$ cat config.mk
export PLATFORM = sky130hd
export DESIGN_NAME = tl_test_indicator_slave
export DESIGN_NICKNAME = d
export VERILOG_FILES = /design/src/rtl/tl_test_indicator_slave_pkg.sv /design/src/rtl/tl_rsp_queue.sv /design/src/rtl/tl_test_indicator_slave.sv
export SDC_FILE = /design/constraint.sdc
export NUM_CORES = 1
export LEC_CHECK = 0
export CORE_UTILIZATION = 54
export CTS_CLUSTER_SIZE = 30
export DETAILED_ROUTE_END_ITERATION = 16
export GPL_ROUTABILITY_DRIVEN = 0
export PLACE_DENSITY = 0.8
export SYNTH_ARGS = -nofsm -noshare
export SYNTH_HDL_FRONTEND = slang
export SYNTH_HIERARCHICAL = 1
export SYNTH_SLANG_ARGS = --single-unit
$ cat constraint.sdc
create_clock -name clock -period 3.45 [get_ports clock]
set_input_delay 0.5175 -clock clock [delete_from_list [all_inputs] [get_ports clock]]
set_output_delay 0.5175 -clock clock [all_outputs]
set_load 0.02 [all_outputs]
$ cat src/rtl/tl_test_indicator_slave_pkg.sv
// tl_test_indicator_slave_pkg: TL-UL opcodes, register offsets and test-result magic values
package tl_test_indicator_slave_pkg;
    typedef enum logic [2:0] {
        PUT_FULL    = 3'd0,
        PUT_PARTIAL = 3'd1,
        GET         = 3'd4
    } a_op_e;
    typedef enum logic [2:0] {
        ACCESS_ACK      = 3'd0,
        ACCESS_ACK_DATA = 3'd1
    } d_op_e;
    localparam int STATUS_OFF = 'h000;
    localparam int CYCLES_OFF = 'h004;
    localparam logic [15:0] PASS_MAGIC = 16'h5555;
    localparam logic [15:0] FAIL_MAGIC = 16'h3333;
    function automatic logic [31:0] byte_merge(input logic [31:0] old_v, input logic [31:0] new_v, input logic [3:0] mask);
        logic [31:0] r;
        for (int i = 0; i < 4; i++) r[8*i +: 8] = mask[i] ? new_v[8*i +: 8] : old_v[8*i +: 8];
        return r;
    endfunction
endpackage

$ cat src/rtl/tl_rsp_queue.sv
// tl_rsp_queue: small FIFO holding D-channel responses in request order
module tl_rsp_queue #(
    parameter int DEPTH = 2,
    parameter int W     = 8
) (
    input  logic         clock,
    input  logic         reset,
    input  logic         push,
    input  logic [W-1:0] push_data,
    input  logic         pop,
    output logic         in_ready,
    output logic         out_valid,
    output logic [W-1:0] out_data
);
    localparam int PW = DEPTH > 1 ? $clog2(DEPTH) : 1;
    localparam int CW = $clog2(DEPTH + 1);
    logic [W-1:0]  mem_q [DEPTH];
    logic [W-1:0]  mem_d [DEPTH];
    logic [PW-1:0] wr_ptr_q, wr_ptr_d, rd_ptr_q, rd_ptr_d;
    logic [CW-1:0] cnt_q, cnt_d;
    logic          push_ok, pop_ok;
    assign in_ready  = cnt_q != CW'(DEPTH);
    assign out_valid = cnt_q != '0;
    assign out_data  = mem_q[rd_ptr_q];
    assign push_ok   = push & in_ready;
    assign pop_ok    = pop & out_valid;
    // next storage, pointers (wrapping at DEPTH) and occupancy
    always_comb begin
        mem_d = mem_q;
        if (push_ok) mem_d[wr_ptr_q] = push_data;
        wr_ptr_d = !push_ok ? wr_ptr_q : (wr_ptr_q == PW'(DEPTH - 1)) ? '0 : wr_ptr_q + PW'(1);
        rd_ptr_d = !pop_ok ? rd_ptr_q : (rd_ptr_q == PW'(DEPTH - 1)) ? '0 : rd_ptr_q + PW'(1);
        cnt_d    = cnt_q + CW'(push_ok) - CW'(pop_ok);
    end
    // queue state; reset clears entries so the head reads as zero
    always_ff @(posedge clock or posedge reset) begin
        if (reset) begin
            for (int i = 0; i < DEPTH; i++) mem_q[i] <= '0;
            wr_ptr_q <= '0;
            rd_ptr_q <= '0;
            cnt_q    <= '0;
        end else begin
            mem_q    <= mem_d;
            wr_ptr_q <= wr_ptr_d;
            rd_ptr_q <= rd_ptr_d;
            cnt_q    <= cnt_d;
        end
    end
endmodule

$ cat src/rtl/tl_test_indicator_slave.sv
// tl_test_indicator_slave: TL-UL slave with STATUS/CYCLES registers and a sticky test pass/fail indicator
module tl_test_indicator_slave
    import tl_test_indicator_slave_pkg::*;
#(
    parameter int ADDR_W    = 15,
    parameter int SRC_W     = 2,
    parameter int RSP_DEPTH = 2
) (
    input  logic              clock,
    input  logic              reset,
    input  logic              a_valid,
    output logic              a_ready,
    input  logic [2:0]        a_opcode,
    input  logic [2:0]        a_param,
    input  logic [1:0]        a_size,
    input  logic [SRC_W-1:0]  a_source,
    input  logic [ADDR_W-1:0] a_address,
    input  logic [3:0]        a_mask,
    input  logic [31:0]       a_data,
    input  logic              a_corrupt,
    output logic              d_valid,
    input  logic              d_ready,
    output logic [2:0]        d_opcode,
    output logic [1:0]        d_size,
    output logic [SRC_W-1:0]  d_source,
    output logic [31:0]       d_data,
    output logic              d_denied,
    output logic              d_corrupt,
    output logic              test_done,
    output logic              test_pass,
    output logic [15:0]       test_code
);
    localparam int RW = 3 + 2 + SRC_W + 32 + 2;
    logic          alive_q, q_ready, a_fire;
    logic [31:0]   status_q, status_d, cycles_q, cycles_d, merged, rsp_data;
    logic          done_q, done_d, pass_q, pass_d;
    logic [15:0]   code_q, code_d;
    logic          is_status, is_cycles, is_get, is_put, denied, wr_en, rsp_corrupt;
    logic [2:0]    rsp_op;
    logic [RW-1:0] head;
    assign a_ready   = alive_q & q_ready;
    assign a_fire    = a_valid & a_ready;
    assign test_done = done_q;
    assign test_pass = pass_q;
    assign test_code = code_q;
    assign {d_opcode, d_size, d_source, d_data, d_denied, d_corrupt} = head;
    // request decode and response formation
    always_comb begin
        is_status   = a_address[ADDR_W-1:2] == (ADDR_W-2)'(STATUS_OFF >> 2);
        is_cycles   = a_address[ADDR_W-1:2] == (ADDR_W-2)'(CYCLES_OFF >> 2);
        is_get      = a_opcode == GET;
        is_put      = (a_opcode == PUT_FULL) || (a_opcode == PUT_PARTIAL);
        denied      = !((is_get && (is_status || is_cycles)) || (is_put && is_status && !a_corrupt));
        wr_en       = a_fire && is_put && is_status && !a_corrupt;
        merged      = byte_merge(status_q, a_data, a_mask);
        rsp_op      = is_get ? ACCESS_ACK_DATA : ACCESS_ACK;
        rsp_data    = (is_get && !denied) ? (is_status ? status_q : cycles_q) : 32'd0;
        rsp_corrupt = denied && is_get;
    end
    // register updates; the first pass/fail write wins until reset
    always_comb begin
        cycles_d = cycles_q + 32'd1;
        status_d = wr_en ? merged : status_q;
        done_d   = done_q;
        pass_d   = pass_q;
        code_d   = code_q;
        if (wr_en && !done_q && merged[15:0] == PASS_MAGIC) begin
            done_d = 1'b1;
            pass_d = 1'b1;
            code_d = 16'd0;
        end else if (wr_en && !done_q && merged[15:0] == FAIL_MAGIC) begin
            done_d = 1'b1;
            pass_d = 1'b0;
            code_d = merged[31:16];
        end
    end
    // state registers; alive_q holds a_ready low until the first edge after reset
    always_ff @(posedge clock or posedge reset) begin
        if (reset) begin
            alive_q  <= 1'b0;
            status_q <= '0;
            cycles_q <= '0;
            done_q   <= 1'b0;
            pass_q   <= 1'b0;
            code_q   <= '0;
        end else begin
            alive_q  <= 1'b1;
            status_q <= status_d;
            cycles_q <= cycles_d;
            done_q   <= done_d;
            pass_q   <= pass_d;
            code_q   <= code_d;
        end
    end
    tl_rsp_queue #(.DEPTH(RSP_DEPTH), .W(RW)) u_q (
        .clock     (clock),
        .reset     (reset),
        .push      (a_fire),
        .push_data ({rsp_op, a_size, a_source, rsp_data, denied, rsp_corrupt}),
        .pop       (d_ready),
        .in_ready  (q_ready),
        .out_valid (d_valid),
        .out_data  (head)
    );
endmodule

Word level (Yosys, flattened, before mapping)
Cells that the tools add are included.
{"block": "op_classes", "add_sub_neg": 5, "order_cmp": 3, "eq_ne": 6, "n_mux": 21, "n_bitwise": 6, "n_reduce_logical": 22}
{"op": "two-way mux 41 bit", "n": 4}
{"op": "bitwise mux 82 bit", "n": 1}
{"op": "two-way mux 32 bit", "n": 2}
{"op": "demux 41 bit (select 1 bit)", "n": 1}
{"op": "adder 32 x 1 -> 32 bit (second input constant)", "n": 1}
{"op": "two-way mux 16 bit", "n": 2}
{"op": "two-way mux 8 bit", "n": 4}
{"op": "== test 16 x 14 -> 1 bit (second input constant)", "n": 1}
{"op": "== test 16 x 15 -> 1 bit (second input constant)", "n": 1}
{"op": "== test 13 x 1 -> 1 bit (second input constant)", "n": 1}
{"op": "logical NOT 13 bit", "n": 1}
{"op": "logical AND 1 bit", "n": 12}
{"op": "two-way mux 1 bit", "n": 7}
{"op": "bitwise AND 1 bit", "n": 4}
{"op": "greater-or-equal comparator 2 bit (second input constant)", "n": 2}
{"op": "inverter 1 -> 2 bit", "n": 2}
{"op": "nonzero test 2 bit", "n": 2}
{"op": "== test 3 x 1 -> 1 bit (second input constant)", "n": 1}
{"op": "== test 3 bit (second input constant)", "n": 1}
{"op": "logical NOT 1 bit", "n": 3}
{"op": "logical NOT 3 bit", "n": 1}
{"op": "logical OR 1 bit", "n": 3}
{"op": "adder 1 bit (second input constant)", "n": 2}
{"op": "adder 2 x 1 -> 2 bit", "n": 1}
{"op": "other kinds (3)", "n": 3}
{"block": "word_totals", "register_bits": 169, "output_inout_bits": 61, "wordCells": 74}

Logic depth before layout (Yosys ltp)
Gate-level depths: netlist (run 1).
{"block": "logic_depth", "depth_word": 10, "depth_mapped": 8, "mapped_depth_nobuf": 8}

Modules after synthesis
The synthesis (run 1) kept the hierarchy.
{"module": "tl_test_indicator_slave", "n_inst": 1, "cells_each": 375, "area_each_um2": 4311.6, "seq_area_each_um2": 2077.0}
{"module": "tl_rsp_queue", "n_inst": 1, "cells_each": 237, "area_each_um2": 3903.7, "seq_area_each_um2": 2152.1}

Worst setup path after synthesis (run 1)
No wires, ideal clock.
{"block": "synth_path", "path_kind": "input -> register", "from": "in a_address[3]", "to": "reg u_q/mem_q[45] (netlist name)", "setup_ps": 125, "t_arrival_ps": 2063, "required_ps": 3325, "slack_ps": 1262, "cell_stages": 7, "path_buffers": 1, "cell_sequence": "nor4_1 > nand2_1 > nor3_2 > buf_2 > mux2i_1 > nor2_1 > mux2_2"}
{"block": "synth_via", "elab_chain_cells": 7}
{"item": "start, declared", "line_no": "tl_test_indicator_slave.sv:17", "rtl": "input logic [ADDR_W-1:0] a_address,"}
{"item": "== test 13 x 1 -> 1 bit or logical NOT 13 bit (tied branches)", "line_no": "tl_test_indicator_slave.sv:50, tl_test_indicator_slave.sv:49"}
{"item": "logical OR 1 bit or logical AND 1 bit (tied branches)", "line_no": "tl_test_indicator_slave.sv:53", "rtl": "denied = !((is_get && (is_status || is_cycles)) || (is_put && is_status && !a_corrupt));"}
{"item": "logical AND 1 bit", "line_no": "tl_test_indicator_slave.sv:53"}
{"item": "logical OR 1 bit", "line_no": "tl_test_indicator_slave.sv:53"}
{"item": "logical AND 1 bit", "line_no": "tl_test_indicator_slave.sv:57", "rtl": "rsp_data = (is_get && !denied) ? (is_status ? status_q : cycles_q) : 32'd0;"}
{"item": "two-way mux 32 bit *", "line_no": "tl_test_indicator_slave.sv:57"}
{"item": "named net rsp_data[2]", "line_no": "tl_test_indicator_slave.sv:35", "rtl": "logic [31:0] status_q, status_d, cycles_q, cycles_d, merged, rsp_data;"}
{"item": "bitwise mux 82 bit *", "line_no": "tl_rsp_queue.sv:30", "rtl": "if (push_ok) mem_d[wr_ptr_q] = push_data;"}
{"item": "end signal, assigned", "line_no": "tl_rsp_queue.sv:43", "rtl": "mem_q <= mem_d;"}
{"item": "end, declared", "line_no": "tl_rsp_queue.sv:17", "rtl": "logic [W-1:0] mem_q [DEPTH];"}
Mark *: on every way through the listed nets, which the timed path passes. The rest lies on a longest branch.
A chain may end at the register's enable or synchronous reset.

Worst setup path in the final report (run 1)
{"block": "layout_path", "from": "reg u_q.rd_ptr_q", "to": "out d_opcode[2]"}
{"block": "layout_via", "elab_chain_cells": 4}
{"item": "start, declared", "line_no": "tl_rsp_queue.sv:19", "rtl": "logic [PW-1:0] wr_ptr_q, wr_ptr_d, rd_ptr_q, rd_ptr_d;"}
{"item": "start signal, assigned", "line_no": "tl_rsp_queue.sv:45", "rtl": "rd_ptr_q <= rd_ptr_d;"}
{"item": "inverter 1 -> 2 bit (implied by the code)", "line_no": "tl_rsp_queue.sv:24", "rtl": "assign out_data = mem_q[rd_ptr_q];"}
{"item": "two-way mux 41 bit (implied by the code) (3 in a row)", "line_no": "tl_rsp_queue.sv:24"}
{"item": "end, declared", "line_no": "tl_test_indicator_slave.sv:23", "rtl": "output logic [2:0] d_opcode,"}
Every way passes these cells. The select of a mux whose other input is x is not followed.

==> reports/metrics.cfg, run 1 <==
[outcome]
status=complete, but fails checks
violations=DRC

[sta]
max_freq_mhz=352
whs_ns=0.474
setup_viol=0
worst_slew_pin_slew_ns=0.745
fin_setup_tns_ns=0
hold_violations=0
rsz0062_at_grt=false
finalMaxSlewViolations=0
slew_headroom=0.503
skew_ns=0.0131
finalCritPeriodShare=0.824
fin_crit_ns=2.84

[clock_tree]
hold_buffers=0
root_buffer=clkbuf_16
cts_buffer_depth=2
tritoncts=yes
clock_sinks=169
cts_resized=0
cts.clk_slew.worst_paths_ns=0.06
cts_inserted_buffers=17
htree_levels=4
post-cts-setup-buffers=0
clk_latency_ns=0.42

[drt]
wl_mm=17.3
initialDrtViolationCount=303
drc=9
vias=5204
viasPerCell=5.59
firstDrtPassIters=11
wl_per_cell_um=18.6
ant_nets=0

[finish]
ff_latch_area_um2=4230
finalNetCount=804
n_antenna_cell=0
stdcell_area_um2=10200
drive_above_1_share=0.286
fill_cells=1011
multi_input_area_um2=3760
syn_to_final_growth_pct=24.3

[setup_path]
critPathLaunch=u_q/rd_ptr_q
worst_setup_path_start_kind=flip-flop
rr_worst_depth=7
required_ns=2.93
r2r-end=status_q[31]
criticalPathCategory=flip-flop to output port
cp-end-kind=output port
arrival_ns=2.33
r2r-start=u_q/cnt_q[0]
reg2reg_setup_slack_ns=1.27
crit_end=d_opcode[2]
cp_max_fo=22

[pwr]
p_per_area_nw_per_um2=503
ir_drop_v=0.000387
power.leakage_nw=4.58

[logic_synthesis]
synth_cells=612
synth.ff_latch_count=169
syn_area_um2=8220
synth_cell_type_count=48
synth_edf_count=0
synthArstFlopShare=1.00
avgSynthCellArea_um2=13.4
ys.flop_type=dfrtp_1
yosysWarnings=6
yosysSeqAreaShare=0.515

[grt]
grt_max_degree=61
overflow=0
track_usage=0.237
grt_pass1_wl_mm=29.2
antenna_found_initial=0
grt_pass1_vias=5624

[die]
die_area_um2=15700
start_util=0.559
coreArea_um2=14700
die_height_um=125
die_w_um=125
io_pins=127
rows=44

[placement]
place_area_um2=9620
dpl.hpwl_mm=12.0
io_buffers=121

[min_path]
whs_path_depth=1
min_path_type=flip-flop to flip-flop

[flow_run]
drv_cap=0

## final cells by class
type | count | area share
multi-input combinational | 404 | 0.368
sequential | 169 | 0.414
inverter | 11 | 0.00429
clock inverter | 7 | 0.00882
tap | 184 | 0.0225
timing repair buffer | 132 | 0.133
clock buffer | 24 | 0.0491
## synth_stat cells (2+ instances only)
master,instances,area (um^2)
mux2_4,40,601
and3b_1,2,17.5
and2_1,6,37.5
nor4b_1,2,17.5
or2_2,2,12.5
buf_2,13,65.1
o2bb2ai_1,10,87.6
conb_1,2,7.51
nor4_4,4,85.1
a31oi_1,2,12.5
buf_1,2,7.51
dfrtp_1,169,4230
o2bb2ai_2,6,90.1
and3_1,8,50.1
nand3_1,15,75.1
nand2_1,20,75.1
xor2_1,10,87.6
ha_1,3,37.5
o32a_1,2,20.0
inv_1,11,41.3
mux2i_1,49,490
mux2_2,113,1270
nor3b_1,3,22.5
clkbuf_1,5,18.8
buf_4,3,22.5
buf_6,8,90.1
nand4_1,6,37.5
nor3_1,9,45.0
nand3b_1,2,15.0
o21ai_0,2,10.0
nor2_1,43,161
xnor2_1,24,210
## metrics by stage
step | total power [mW] | util | worst slack, ns | instances
after floorplan | 2.92 | - | 0.711 | 615
after global placement | 3.25 | 0.654 | 0.752 | 900
after detailed placement | 3.28 | 0.654 | 0.664 | 900
after CTS | 5.16 | 0.695 | 0.585 | 931
after global routing | 5.33 | 0.695 | 0.528 | 931
final | 5.13 | 0.695 | 0.607 | 931
## worst min path at each step
stage | start | to | slack [ns]
2_1_floorplan | cycles_q[31] | cycles_q[31] | 0.44
3_3_place_gp | cycles_q[31] | cycles_q[31] | 0.46
3_5_place_dp | cycles_q[31] | cycles_q[31] | 0.47
4_1_cts | cycles_q[31] | cycles_q[31] | 0.48
5_1_grt | cycles_q[31] | cycles_q[31] | 0.51
6_report | cycles_q[31] | cycles_q[31] | 0.47
## critical path, cell delays in order (launching register included)
cell and delay, ns:
dfrtp_2 0.73, buf_12 0.25, mux2_2 0.37, clkdlybuf4s50_1 0.54
## routing by layer
layer	wire length (um)	global-route usage	vias to the layer above
li1	-	-	2416
met1	8100	0.328	2658
met2	8430	0.380	113
met3	602	0.0454	17
met4	189	0.0739	0
met5	0	0	-
## sequential cells by signal, indices dropped and copies added (netlist names)
register      cells
status_q         32
test_pass         1
test_code        16
u_q/cnt_q         2
test_done         1
u_q/mem_q        82
u_q/wr_ptr_q      1
cycles_q         32
u_q/rd_ptr_q      1
alive_q           1
## power breakdown
group          internal, mW  switching, mW  leakage (nW)
clock                  1.16          0.734         0.288
combinational         0.569          0.441          2.00
sequential             2.11          0.127          2.29
## layout by cell type (no fill, tap or decap), drive strengths merged, types with 3 or more instances in the layout
master / synthesis / routed
nand3: 16 / 16
inv: 11 / 9
clkbuf: 5 / 24
xnor2: 24 / 24
conb: 2 / 5
nand4: 6 / 6
and3: 9 / 9
buf: 26 / 11
clkinv: 0 / 5
dfrtp: 169 / 169
nor3b: 3 / 3
clkdlybuf4s50: 0 / 121
ha: 3 / 3
and2: 6 / 6
nor2: 43 / 43
nor4: 5 / 5
nor3: 10 / 10
o2bb2ai: 16 / 16
mux2i: 49 / 49
mux2: 153 / 153
nand2: 20 / 20
xor2: 10 / 10
## logic make-up after synthesis
family | Yosys count | share of synthesized area
buffers and inverters | 42 | 0.0299
other | 2 | 0.000914
adders and majority gates | 3 | 0.00457
xor gates and xnor gates | 34 | 0.0362
muxes | 202 | 0.288
AOI/OAI and AO/OA | 29 | 0.0361
and+or+nand+nor | 131 | 0.0899
DFF | 169 | 0.515
Power figures use the tool's default switching activity.
==> inputs of run 2 (changes only) <==
--- a/config.mk
+++ b/config.mk
@@ -5,11 +5,11 @@
 export SDC_FILE = /design/constraint.sdc
 export NUM_CORES = 1
 export LEC_CHECK = 0
-export CORE_UTILIZATION = 54
+export CORE_UTILIZATION = 49
 export CTS_CLUSTER_SIZE = 30
 export DETAILED_ROUTE_END_ITERATION = 16
 export GPL_ROUTABILITY_DRIVEN = 0
-export PLACE_DENSITY = 0.8
+export PLACE_DENSITY = 0.77
 export SYNTH_ARGS = -nofsm -noshare
 export SYNTH_HDL_FRONTEND = slang
 export SYNTH_HIERARCHICAL = 1
==> constraint.sdc (replaced) <==
create_clock -name clock -period 2.4 [get_ports clock]
set_input_delay 0.36 -clock clock [delete_from_list [all_inputs] [get_ports clock]]
set_output_delay 0.36 -clock clock [all_outputs]
set_load 0.02 [all_outputs]
==> reports/metrics.cfg, run 2 (same netlist as run 1, synthesis figures left out) <==
[setup_path]
cp-end-kind=output port  ; unchanged
crit_path_cell_trace=buf_12 -> mux2_2 -> clkdlybuf4s50_1  ; unchanged
required_ns=2.04  ; was 2.93 ns
reg2reg_setup_slack_ns=0.39  ; was 1.27 ns
crit_end=d_data[20]  ; was d_opcode[2]
rr_worst_depth=7  ; unchanged
r2r-end=status_q[8]  ; was status_q[31]
criticalPathCategory=flip-flop to output port  ; unchanged
worst_setup_path_start_kind=flip-flop  ; unchanged
crit_path_top_delay_cell=clkdlybuf4s50_1  ; was dfrtp_2
cp_max_fo=28  ; was 22
max_stage_delay_ns=0.55  ; was 0.73 ns
arrival_ns=1.97  ; was 2.33 ns
r2r-start=u_q/cnt_q[0]  ; unchanged
critPathLaunch=u_q/rd_ptr_q  ; unchanged

[finish]
largest_reg_flops=82  ; unchanged
multi_input_area_um2=3760  ; unchanged
n_antenna_cell=0  ; unchanged
ff_latch_area_um2=4230  ; unchanged
layout_common_cells=168 x dfrtp_1, 121 x clkdlybuf4s50_1, 113 x mux2_2  ; unchanged
mostFrequentLayoutCell=dfrtp_1  ; unchanged
finalNetCount=818  ; was 804
syn_to_final_growth_pct=27.0  ; was 24.3%
fill_cells=1185  ; was 1011
largest-register=u_q/mem_q  ; unchanged
reg.largest.list=u_q/mem_q (82), cycles_q (32), status_q (32)  ; unchanged
drive_above_1_share=0.301  ; was 0.286

[clock_tree]
post-cts-setup-buffers=0  ; unchanged
cts_resized=0  ; unchanged
clk_latency_ns=0.43  ; was 0.42 ns
htree_levels=4  ; unchanged
clock_sinks=169  ; unchanged
tritoncts=yes  ; unchanged
root_buffer=clkbuf_16  ; unchanged
hold_buffers=0  ; unchanged
cts_inserted_buffers=17  ; unchanged
cts.clk_slew.worst_paths_ns=0.07  ; was 0.06 ns
cts_buffer_depth=2  ; unchanged

[grt]
grt_pass1_wl_mm=29.8  ; was 29.2 mm
overflow=0  ; unchanged
track_usage=0.220  ; was 0.237
antenna_found_initial=0  ; unchanged
grt_pass1_vias=5656  ; was 5624
grt_max_degree=87  ; was 61

[placement]
io_buffers=121  ; unchanged
dpl.hpwl_mm=12.5  ; was 12.0 mm

[die]
die_w_um=131  ; was 125 um
coreArea_um2=16100  ; was 14700 um^2
die_height_um=131  ; was 125 um
io_pins=127  ; unchanged
rows=46  ; was 44
die_area_um2=17300  ; was 15700 um^2
start_util=0.510  ; was 0.559

[outcome]
status=finished, final reports clean  ; was complete, but fails checks

[drt]
vias=5269  ; was 5204
drc=0  ; was 9
wl_mm=18.0  ; was 17.3 mm
ant_nets=0  ; unchanged
wl_per_cell_um=18.4  ; was 18.6 um
viasPerCell=5.39  ; was 5.59
initialDrtViolationCount=268  ; was 303
firstDrtPassIters=4  ; was 11

[flow_run]
drv_cap=0  ; unchanged

[pwr]
p_total_mw=7.44  ; was 5.13 mW
power.leakage_nw=4.67  ; was 4.58 nW
p_per_area_nw_per_um2=713  ; was 503 nW/um^2
ir_drop_v=0.000567  ; was 0.000387 V

[sta]
finalCritPeriodShare=0.969
fin_crit_ns=2.33
setup_viol=0  ; unchanged
max_freq_mhz=430
rsz0062_at_grt=false  ; unchanged
hold_violations=0  ; unchanged
whs_ns=0.466  ; was 0.474 ns
finalMaxSlewViolations=0  ; unchanged
skew_ns=0.00944  ; was 0.0131 ns

[min_path]
min_path_type=input port to asynchronous set/reset pin  ; was flip-flop to flip-flop

==> run 2: cell type report <==
class	count	share of cell area
clock buffers	22	0.0454
inverters	11	0.00468
clock inverters	10	0.0112
well taps	216	0.0259
flip-flops and latches	169	0.405
multi-input cells	404	0.360
repair buffers	146	0.147
==> run 2: per-stage QoR <==
stage / instance area, um^2 / worst slack (ns) / std cells / utilization / setup TNS (ns)
after floorplan: 8230 / 0.370 / 615 / - / 0
after global placement: 9840 / -0.0701 / 946 / 0.611 / -1.44
after detailed placement: 9840 / -0.123 / 946 / 0.611 / -4.66
after CTS: 10400 / 0.0403 / 978 / 0.648 / 0
after global routing: 10400 / 0.00280 / 978 / 0.648 / 0
final: 10400 / 0.0733 / 978 / 0.648 / 0
==> run 2: power breakdown <==
part,total (mW),internal [mW],switching [mW]
clock,2.74,1.62,1.12
sequential,3.13,3.03,0.104
combinational,1.57,0.851,0.715
==> run 2: critical path, delay by kind of cell, from the launching register on <==
kind                   cells  cell delay (ns)
buffers and inverters      2             0.75
multiplexers               1             0.39
flip-flops                 1             0.39
==> run 2: per-layer routing <==
metal / GRT usage / vias up / wire length, um
met2: 0.355 / 126 / 8650
li1: - / 2450 / -
met5: 0 / - / 0
met4: 0.0807 / 0 / 308
met1: 0.291 / 2668 / 8310
met3: 0.0455 / 25 / 711
==> run 2: worst min-delay path by stage <==
stage	to	depth (start not counted)	slack, ns	from
6_report	cycles_q[30]	3	0.47	reset
2_1_floorplan	cycles_q[31]	1	0.44	cycles_q[31]
5_1_grt	cycles_q[31]	1	0.51	cycles_q[31]
3_5_place_dp	cycles_q[31]	1	0.46	cycles_q[31]
3_3_place_gp	cycles_q[31]	1	0.46	cycles_q[31]
4_1_cts	cycles_q[31]	1	0.48	cycles_q[31]
==> inputs of run 3 (changes only) <==
--- a/config.mk
+++ b/config.mk
@@ -5,11 +5,12 @@
 export SDC_FILE = /design/constraint.sdc
 export NUM_CORES = 1
 export LEC_CHECK = 0
-export CORE_UTILIZATION = 49
+export CORE_UTILIZATION = 48
 export CTS_CLUSTER_SIZE = 30
 export DETAILED_ROUTE_END_ITERATION = 16
+export DONT_BUFFER_PORTS = 1
 export GPL_ROUTABILITY_DRIVEN = 0
-export PLACE_DENSITY = 0.77
+export PLACE_DENSITY = 0.65
 export SYNTH_ARGS = -nofsm -noshare
 export SYNTH_HDL_FRONTEND = slang
 export SYNTH_HIERARCHICAL = 1
==> reports/metrics.cfg, run 3 (same netlist as run 1, synthesis figures left out) <==
[setup_path]
rr_worst_depth=7  ; unchanged
crit_path_top_delay_cell=and2_1  ; was clkdlybuf4s50_1
required_ns=2.70  ; was 2.04 ns
r2r-end=status_q[3]  ; was status_q[8]
arrival_ns=2.48  ; was 1.97 ns
worst_setup_path_start_kind=flip-flop  ; unchanged
max_stage_delay_ns=0.39  ; was 0.55 ns
crit_path_cell_trace=nand2b_4 -> and3_1 -> nand2_1 -> nor4_4 -> buf_4 -> and2_1 -> mux2_2  ; was buf_12 -> mux2_2 -> clkdlybuf4s50_1
cp-end-kind=flip-flop  ; was output port
criticalPathCategory=flip-flop to flip-flop  ; was flip-flop to output port
reg2reg_setup_slack_ns=0.23  ; was 0.39 ns
cp_max_fo=9  ; was 28
r2r-start=u_q/cnt_q[0]  ; unchanged
critPathLaunch=u_q/cnt_q[0]  ; was u_q/rd_ptr_q

[sta]
skew_ns=0.00658  ; was 0.00944 ns
max_freq_mhz=460  ; was 430 MHz
fin_crit_ns=2.17  ; was 2.33 ns
slew_headroom=0.436
setup_viol=0  ; unchanged
worst_slew_pin_slew_ns=0.844
hold_violations=0  ; unchanged
rsz0062_at_grt=false  ; unchanged
finalCritPeriodShare=0.906  ; was 0.969
fin_setup_tns_ns=0  ; unchanged
finalMaxSlewViolations=0  ; unchanged

[grt]
use_met2=0.314  ; was 0.355
met3_usage=0.0605  ; was 0.0455
grt_pass1_vias=4996  ; was 5656
grt_max_degree=53  ; was 87
grt_use_met1=0.287  ; was 0.291
overflow=0  ; unchanged
grt_pass1_wl_mm=27.7  ; was 29.8 mm
track_usage=0.206  ; was 0.220
antenna_found_initial=0  ; unchanged
gr-max-usage-layer=met2  ; unchanged

[drt]
initialDrtViolationCount=271  ; was 268
firstDrtPassIters=4  ; unchanged
viasPerCell=5.55  ; was 5.39
wl_per_cell_um=20.0  ; was 18.4 um
vias=4717  ; was 5269
wl_mm=17.0  ; was 18.0 mm
drc=0  ; unchanged
ant_nets=0  ; unchanged

[die]
die_area_um2=17600  ; was 17300 um^2
coreArea_um2=16600  ; was 16100 um^2
die_w_um=133  ; was 131 um
die_height_um=133  ; was 131 um
rows=47  ; was 46
start_util=0.494  ; was 0.510
io_pins=127  ; unchanged

[finish]
layout_common_cells=168 x dfrtp_1, 113 x mux2_2, 49 x mux2i_1  ; was 168 x dfrtp_1, 121 x clkdlybuf4s50_1, 113 x mux2_2
mostFrequentLayoutCell=dfrtp_1  ; unchanged
finalNetCount=688  ; was 818
drive_above_1_share=0.343  ; was 0.301
reg.largest.list=u_q/mem_q (82), cycles_q (32), status_q (32)  ; unchanged
largest_reg_flops=82  ; unchanged
n_antenna_cell=0  ; unchanged
syn_to_final_growth_pct=10.2  ; was 27.0%
fill_cells=1380  ; was 1185
fin_cells=850  ; was 978
largest-register=u_q/mem_q  ; unchanged

[placement]
dpl.hpwl_mm=11.9  ; was 12.5 mm
dp_cells=819  ; was 946
io_buffers=0  ; was 121

[flow_run]
drv_cap=0  ; unchanged

[clock_tree]
cts_inserted_buffers=17  ; unchanged
clk_latency_ns=0.42  ; was 0.43 ns
tritoncts=yes  ; unchanged
cts_buffer_depth=2  ; unchanged
clock_sinks=169  ; unchanged
cts_resized=0  ; unchanged
htree_levels=4  ; unchanged
root_buffer=clkbuf_16  ; unchanged
cts.clk_slew.worst_paths_ns=0.06  ; was 0.07 ns

[pwr]
p_per_area_nw_per_um2=767  ; was 713 nW/um^2
p_sw_mw=1.81  ; was 1.94 mW
intPower_mw=5.13  ; was 5.50 mW
switching_share=0.261  ; about the same
power.leakage_nw=4.13  ; was 4.67 nW
p_comb_frac=0.166  ; was 0.210
ir_drop_v=0.000485  ; was 0.000567 V
p_total_mw=6.94  ; was 7.44 mW
seq_power_share=0.459  ; was 0.421
pwr-share-clk=0.375  ; was 0.368

[min_path]
min_path_type=input port to flip-flop  ; was input port to asynchronous set/reset pin
min_to=status_q[30]
hp-start=a_data[30]
whs_path_depth=1

[outcome]
status=finished, final reports clean  ; unchanged

## run 3: cell count changes in the layout (fill, tap and decap cells not counted), sizes merged
cell,before,now
clkdlybuf4s50,121,0
inv,10,9
clkbuf,22,21
clkinvlp,4,3
buf,25,15
dlygate4sd3,0,1
clkinv,5,6
## run 3: worst max-delay path: cells and delay by family, from the launching register on
kind / cells / cell delay [ns]
AND/OR/NAND/NOR: 5 / 1.03
flip-flops: 1 / 0.37
multiplexers: 1 / 0.39
buffers and inverters: 1 / 0.25
## run 3: layout make-up
cell class / instances / area [um^2] / area share
flip-flops and latches: 169 / 4230 / 0.467
multi-input cells: 404 / 3760 / 0.415
clock buffers: 21 / 450 / 0.0498
well taps: 220 / 275 / 0.0304
repair buffers: 16 / 185 / 0.0205
clock inverters: 9 / 101 / 0.0112
inverters: 11 / 48.8 / 0.00539
## run 3: power groups by stage
stage	clock, mW	combinational [mW]	sequential (mW)
CTS	2.68	1.17	3.20
floorplan	0	1.05	3.15
global route	2.80	1.24	3.22
global placement	0	1.14	3.23
finish	2.60	1.15	3.19
detailed placement	0	1.16	3.24
## run 3: timing repair
| item | in CTS | in global routing |
|---|---|---|
| buffers inserted | 0 | 0 |
| hold endpoints to repair | 68 | 0 |
| hold buffers | 1 | 0 |
| setup endpoints to repair | 0 | 0 |
## run 3: worst max path at each step
stage	slack, ns	to	cells past startpoint
after floorplan	0.37	u_q/mem_q[45]	7
after global placement	0.26	status_q[28]	6
after detailed placement	0.16	status_q[3]	6
after CTS	0.18	d_data[16]	2
after global routing	0.1	status_q[6]	7
final	0.23	status_q[3]	7
## run 3: metrics by stage
step | hold WS, ns | cell area, um^2 | setup slack, ns | util
2_1_floorplan | 0.445 | 8230 | 0.370 | -
3_3_place_gp | 0.384 | 8490 | 0.265 | 0.510
3_5_place_dp | 0.412 | 8490 | 0.157 | 0.510
4_1_cts | 0.0644 | 9050 | 0.180 | 0.544
5_1_grt | 0.0629 | 9050 | 0.0999 | 0.544
6_report | 0.0876 | 9050 | 0.226 | 0.544
## run 3: layer usage
metal | vias to the layer above | routed length, um
met1 | 2416 | 8030
li1 | 2181 | -
met2 | 110 | 7840
met4 | 0 | 121
met3 | 10 | 982
met5 | - | 0
